**config.mk**
```make
export PLATFORM = sky130hd
export DESIGN_NAME = fmcropping
export DESIGN_NICKNAME = d
export VERILOG_FILES = /design/src/rtl/fmcropping.sv
export SDC_FILE = /design/constraint.sdc
export NUM_CORES = 1
export LEC_CHECK = 0
export ABC_AREA = 0
export CAP_MARGIN = 20
export CELL_PAD_IN_SITES_DETAIL_PLACEMENT = 1
export CELL_PAD_IN_SITES_GLOBAL_PLACEMENT = 2
export CORE_MARGIN = 1.5
export CORE_UTILIZATION = 31
export CTS_CLUSTER_SIZE = 25
export DETAILED_ROUTE_END_ITERATION = 8
export MAX_ROUTING_LAYER = met4
export PLACE_DENSITY_LB_ADDON = 0.1
export SETUP_SLACK_MARGIN = 0.4
export SLEW_MARGIN = 10
export SYNTH_ARGS = -nofsm -noshare
export SYNTH_HDL_FRONTEND = slang
export SYNTH_SLANG_ARGS = --single-unit
```
**constraint.sdc**
```tcl
create_clock -name ap_clk -period 2.5 [get_ports ap_clk]
set_input_delay 0.75 -clock ap_clk [delete_from_list [all_inputs] [get_ports ap_clk]]
set_output_delay 0.75 -clock ap_clk [all_outputs]
set_load 0.05 [all_outputs]
```
**src/rtl/fmcropping.sv**
```systemverilog
// -----------------------------------------------------------------------------
// fmcropping
//   Feature-map cropping, the inverse of fmpadding. A full (padded) image
//   arrives as an AXI-Stream in raster order (Y outer, X middle, SIMD fold
//   inner). Beats whose pixel lies inside the runtime window
//   [x_on, x_off) x [y_on, y_off) are forwarded unchanged; all other beats are
//   accepted and discarded. The register map matches fmpadding.
//
// Ports
//   ap_clk         clock, all logic on the rising edge
//   ap_rst_n       asynchronous active-low reset
//   we / wa / wd   config write: wa 0 x_on, 1 x_off, 2 x_end,
//                  4 y_on, 5 y_off, 6 y_end (3 and 7 reserved);
//                  wd is truncated to the counter width
//   s_axis_*       input stream (tready / tvalid / tdata)
//   m_axis_*       output stream (tready / tvalid / tdata)
//
// Buffering is an output register (b) plus a skid register (a).
// s_axis_tready depends only on the skid register, so there is no
// combinational path from m_axis_tready to s_axis_tready.
// -----------------------------------------------------------------------------
module fmcropping #(
  parameter int XCOUNTER_BITS = 8,
  parameter int YCOUNTER_BITS = 8,
  parameter int NUM_CHANNELS  = 16,
  parameter int SIMD          = 4,
  parameter int ELEM_BITS     = 8,
  localparam int STREAM_BITS  = 8 * ((SIMD * ELEM_BITS + 7) / 8)
) (
  input  logic                   ap_clk,
  input  logic                   ap_rst_n,
  input  logic                   we,
  input  logic [2:0]             wa,
  input  logic [31:0]            wd,
  output logic                   s_axis_tready,
  input  logic                   s_axis_tvalid,
  input  logic [STREAM_BITS-1:0] s_axis_tdata,
  input  logic                   m_axis_tready,
  output logic                   m_axis_tvalid,
  output logic [STREAM_BITS-1:0] m_axis_tdata
);

  localparam int SF      = NUM_CHANNELS / SIMD;
  localparam int SF_BITS = (SF > 1) ? $clog2(SF) : 1;

  if ((NUM_CHANNELS % SIMD) != 0) begin : g_param_check
    $error("fmcropping: NUM_CHANNELS (%0d) must be a multiple of SIMD (%0d)",
           NUM_CHANNELS, SIMD);
  end

  // Window / extent configuration
  logic [XCOUNTER_BITS-1:0] x_on_reg, x_off_reg, x_end_reg;
  logic [YCOUNTER_BITS-1:0] y_on_reg, y_off_reg, y_end_reg;

  // Raster position of the beat currently presented on s_axis
  logic [SF_BITS-1:0]       s_cnt_reg;
  logic [XCOUNTER_BITS-1:0] x_cnt_reg;
  logic [YCOUNTER_BITS-1:0] y_cnt_reg;

  // Skid (a) and output (b) registers
  logic                   a_vld_reg, b_vld_reg;
  logic [STREAM_BITS-1:0] a_data_reg, b_data_reg;

  logic in_hs;
  logic keep;
  logic b_load;
  logic s_last;
  logic x_last;
  logic y_last;

  assign s_axis_tready = !a_vld_reg;
  assign m_axis_tvalid = b_vld_reg;
  assign m_axis_tdata  = b_data_reg;

  assign in_hs  = s_axis_tvalid && !a_vld_reg;
  assign keep   = (x_cnt_reg >= x_on_reg) && (x_cnt_reg < x_off_reg) &&
                  (y_cnt_reg >= y_on_reg) && (y_cnt_reg < y_off_reg);
  // b may take a new beat when it is empty or being drained this cycle
  assign b_load = !b_vld_reg || m_axis_tready;

  assign s_last = (s_cnt_reg == SF_BITS'(SF - 1));
  assign x_last = (x_cnt_reg == x_end_reg);
  assign y_last = (y_cnt_reg == y_end_reg);

  // Configuration registers
  always_ff @(posedge ap_clk or negedge ap_rst_n) begin
    if (!ap_rst_n) begin
      x_on_reg  <= '0;
      x_off_reg <= '0;
      x_end_reg <= '0;
      y_on_reg  <= '0;
      y_off_reg <= '0;
      y_end_reg <= '0;
    end else if (we) begin
      case (wa)
        3'd0:    x_on_reg  <= wd[XCOUNTER_BITS-1:0];
        3'd1:    x_off_reg <= wd[XCOUNTER_BITS-1:0];
        3'd2:    x_end_reg <= wd[XCOUNTER_BITS-1:0];
        3'd4:    y_on_reg  <= wd[YCOUNTER_BITS-1:0];
        3'd5:    y_off_reg <= wd[YCOUNTER_BITS-1:0];
        3'd6:    y_end_reg <= wd[YCOUNTER_BITS-1:0];
        default: ;
      endcase
    end
  end

  // Raster counters: advance on every accepted input beat, kept or dropped.
  // The final beat of a frame wraps all three to the origin in the same edge.
  always_ff @(posedge ap_clk or negedge ap_rst_n) begin
    if (!ap_rst_n) begin
      s_cnt_reg <= '0;
      x_cnt_reg <= '0;
      y_cnt_reg <= '0;
    end else if (in_hs) begin
      if (!s_last) begin
        s_cnt_reg <= s_cnt_reg + 1'b1;
      end else begin
        s_cnt_reg <= '0;
        if (!x_last) begin
          x_cnt_reg <= x_cnt_reg + 1'b1;
        end else begin
          x_cnt_reg <= '0;
          y_cnt_reg <= y_last ? '0 : y_cnt_reg + 1'b1;
        end
      end
    end
  end

  // Output / skid buffering. When a holds a beat, s_axis_tready is low, so a
  // refill of b from a never coincides with a new input handshake.
  always_ff @(posedge ap_clk or negedge ap_rst_n) begin
    if (!ap_rst_n) begin
      a_vld_reg  <= 1'b0;
      b_vld_reg  <= 1'b0;
      a_data_reg <= '0;
      b_data_reg <= '0;
    end else begin
      if (b_load) begin
        if (a_vld_reg) begin
          b_data_reg <= a_data_reg;
          b_vld_reg  <= 1'b1;
          a_vld_reg  <= 1'b0;
        end else if (in_hs && keep) begin
          b_data_reg <= s_axis_tdata;
          b_vld_reg  <= 1'b1;
        end else begin
          b_vld_reg  <= 1'b0;
        end
      end else if (in_hs && keep) begin
        // b is stalled: park the kept beat in the skid register
        a_data_reg <= s_axis_tdata;
        a_vld_reg  <= 1'b1;
      end
    end
  end

  // Reserved addresses are a software bug; flag them in simulation.
  always @(posedge ap_clk) begin
    if (ap_rst_n && we) begin
      assert (wa[1:0] != 2'b11)
        else $error("fmcropping: write to reserved address %0d (data %h)", wa, wd);
    end
  end

endmodule

```
==> impl_metrics.yaml <==
floorplanning:
  rows: 52
  core_area_um2: 20400
  die_h_um: 148
  die_area_um2: 21800
  num_io_pins: 106
  start_util_pct: 31.8
  die_x_um: 148
critical_path:
  cp.arrival_ns: 2.88
  path_cells: "ha_4 > and4_4 > a221o_1 > a21oi_2 > buf_4 > nor4_4 > buf_6 > buf_6 > buf_12 > mux2i_1 > o221a_2"
  crit_path_max_fanout: 10
  crit_cells: 11
  path_buf_inv: 4
  cpMostUsedCell: "buf_6"
  end_kind: "flop"
  critPathTopFamily: "buffers and inverters"
  crit_path_max_incr_delay_ns: 0.42
  crit_type: "flop to flop"
  required_ns: 2.85
  crit_slowest_cell: "dfrtp_1"
  reg2regPathDepth: 11
  startpoint_type: "flop"
logic_synthesis:
  netlist_area_um2: 6470
  avgSynthCellArea_um2: 10.9
  synth_edf_count: 0
  yosys_warnings: 0
  synth_nets: 701
  synth-seq-area-share_pct: 51.0
  yosysTopAreaCell: "dfrtp_1"
  synth_area_leaders: "dfrtp_1 (51%), ha_1 (6.4%), mux2_2 (5.4%)"
  synth_ff_type: "dfrtp_1"
  synth.top_cell.area_share_pct: 51.0
  netlist_instances: 596
  synth_cell_types: 42
  async_flop_share_pct: 100
  synth.ff_latch_count: 132
sta:
  max_slew_margin_pct: 67.5
  maxSlewViolCount: 0
  fin_crit_sh_pct: 101
  tightest_slew_ns: 0.489
  skew_ns: 0.0118
  hold_viol_final: 0
  setup_slack_ns: -0.0295
  setup_viol: 8
  rsz0062_at_grt: "yes"
  layout_min_cycle_time_ns: 2.53
  fmax_mhz: 395
grt:
  grt_pass1_vias: 5773
  grt_max_degree: 43
  grt_use_total_pct: 19.7
  grt_pass1_wl_um: 32100
  overflow: 0
  antenna_found_initial: 0
status:
  violations: "negative setup slack"
  outcome: "finished, violations left"
cts:
  cts_hold_buf: 0
  insertion_delay_ns: 0.42
  cts_buffer_depth: 2
  cts.sinks: 132
  htreeDepth: 4
  clkTransAtPathRegs_ns: 0.06
  cts_buffers: 17
  cts_tree: "yes"
  clock-root-buffer: "clkbuf_16"
finish:
  nets: 847
  diodes: 0
  final_core_util_pct: 46.5
  area_growth_pct: 46.3
  drive_above_1_share_pct: 37.0
detailed_routing:
  routed_wl_um: 20000
  vias_per_cell: 5.06
  routedWlPerCell_um: 19.5
  firstDrtPassIters: 4
  drt-initial-drc-count: 183
  drc: 0
  vias: 5189
  ant_nets: 0
pwr:
  p_per_area_nw_per_um2: 863
  p_leak_nw: 4.36
  vdd_ir_drop_max_uv: 405
place:
  port_buffers: 81
  dpl.hpwl_um: 12800
  gp_congestion: 0.752
  place_ws_ns: -0.449
run:
  drv_cap: 0
hold_path:
  hold_path.class: "input pin to asynchronous set/reset pin"
-- placed cells by master, fill, tap and decap left out, drive strengths merged, types with 26 or more instances in the layout --
cell           count
a211oi            27
buf               73
clkbuf            34
clkdlybuf4s50     45
dfrtp            132
ha                33
inv               62
mux2              61
nand2             36
nor3              34
o21ai             37
o22ai             26
-- area by class of cell --
cell class                 instances  area [um^2]
tap                              270          338
multi-input combinational        378         3360
clock inverter                    14          176
inverter                          59          221
timing repair buffer             154         1630
clock buffer                      18          439
fill                            2168        10900
sequential                       132         3310
-- synthesized netlist by cell type (all sizes together), types with 4 or more instances --
cell	instances
dfrtp	132
mux2	61
inv	59
o21ai	37
nand2	36
nor3	34
ha	33
a211oi	27
o22ai	26
nor2	25
clkbuf	18
xnor2	14
nand3	10
a21oi	9
buf	9
mux2i	9
xor2	9
o221a	8
nand2b	7
and3	4
-- report_power, final --
group	switching, mW	internal [mW]	total, mW
clock	1.00	1.61	2.61
combinational	1.56	1.10	2.66
sequential	0.343	2.56	2.90
-- repair_timing --
item,in CTS,in global routing
gates cloned,8,1
pin swaps,26,16
endpoints found under the setup margin,106,92
setup buffers,7,7
resized for setup,169,59
-- through the flow --
stage	hold slack (ns)	instances	power, mW	setup TNS (ns)	area (um^2)
floorplan	0.454	596	4.43	0	6530
global placement	0.474	970	5.33	-25.00	7990
detailed placement	0.482	970	5.44	-25.88	7990
CTS	0.207	1017	8.22	-0.171	9280
global route	0.205	1025	8.62	-2.65	9470
finish	0.203	1025	8.17	-0.0901	9470
-- cell families (layout without fill, tap and decap cells) --
group / after synthesis / count (layout) / synth area share, %
fa+ha+maj: 33 / 33 / 6.38
buf+inv: 86 / 245 / 5.14
compound gates: 114 / 114 / 11.5
simple gates: 138 / 138 / 10.8
mux: 70 / 70 / 12.0
xor+xnor: 23 / 23 / 3.11
flops: 132 / 132 / 51.0
-- worst paths after layout --
kind                                           from                           end  slack (ns)
min in group ap_clk        y_off_reg[6]$_DFFE_PN0P_      y_off_reg[6]$_DFFE_PN0P_        0.51
min                                        ap_rst_n      y_off_reg[2]$_DFFE_PN0P_        0.20
min reg2reg                y_off_reg[6]$_DFFE_PN0P_      y_off_reg[6]$_DFFE_PN0P_        0.51
max                        x_cnt_reg[7]$_DFFE_PN0P_  m_axis_tdata[20]$_DFFE_PN0P_       -0.03
max reg2reg                x_cnt_reg[7]$_DFFE_PN0P_  m_axis_tdata[20]$_DFFE_PN0P_       -0.03
max in group asynchronous                  ap_rst_n   m_axis_tdata[4]$_DFFE_PN0P_        1.65
-- metal layers --
| layer | global-route usage (%) | wire length [um] | vias up |
|---|---|---|---|
| li1 | - | - | 2419 |
| met3 | 5.40 | 751 | 15 |
| met5 | - | 0 | - |
| met4 | 4.00 | 148 | 0 |
| met2 | 32.3 | 9970 | 83 |
| met1 | 24.4 | 9130 | 2672 |
Power figures use the tool's default switching activity.
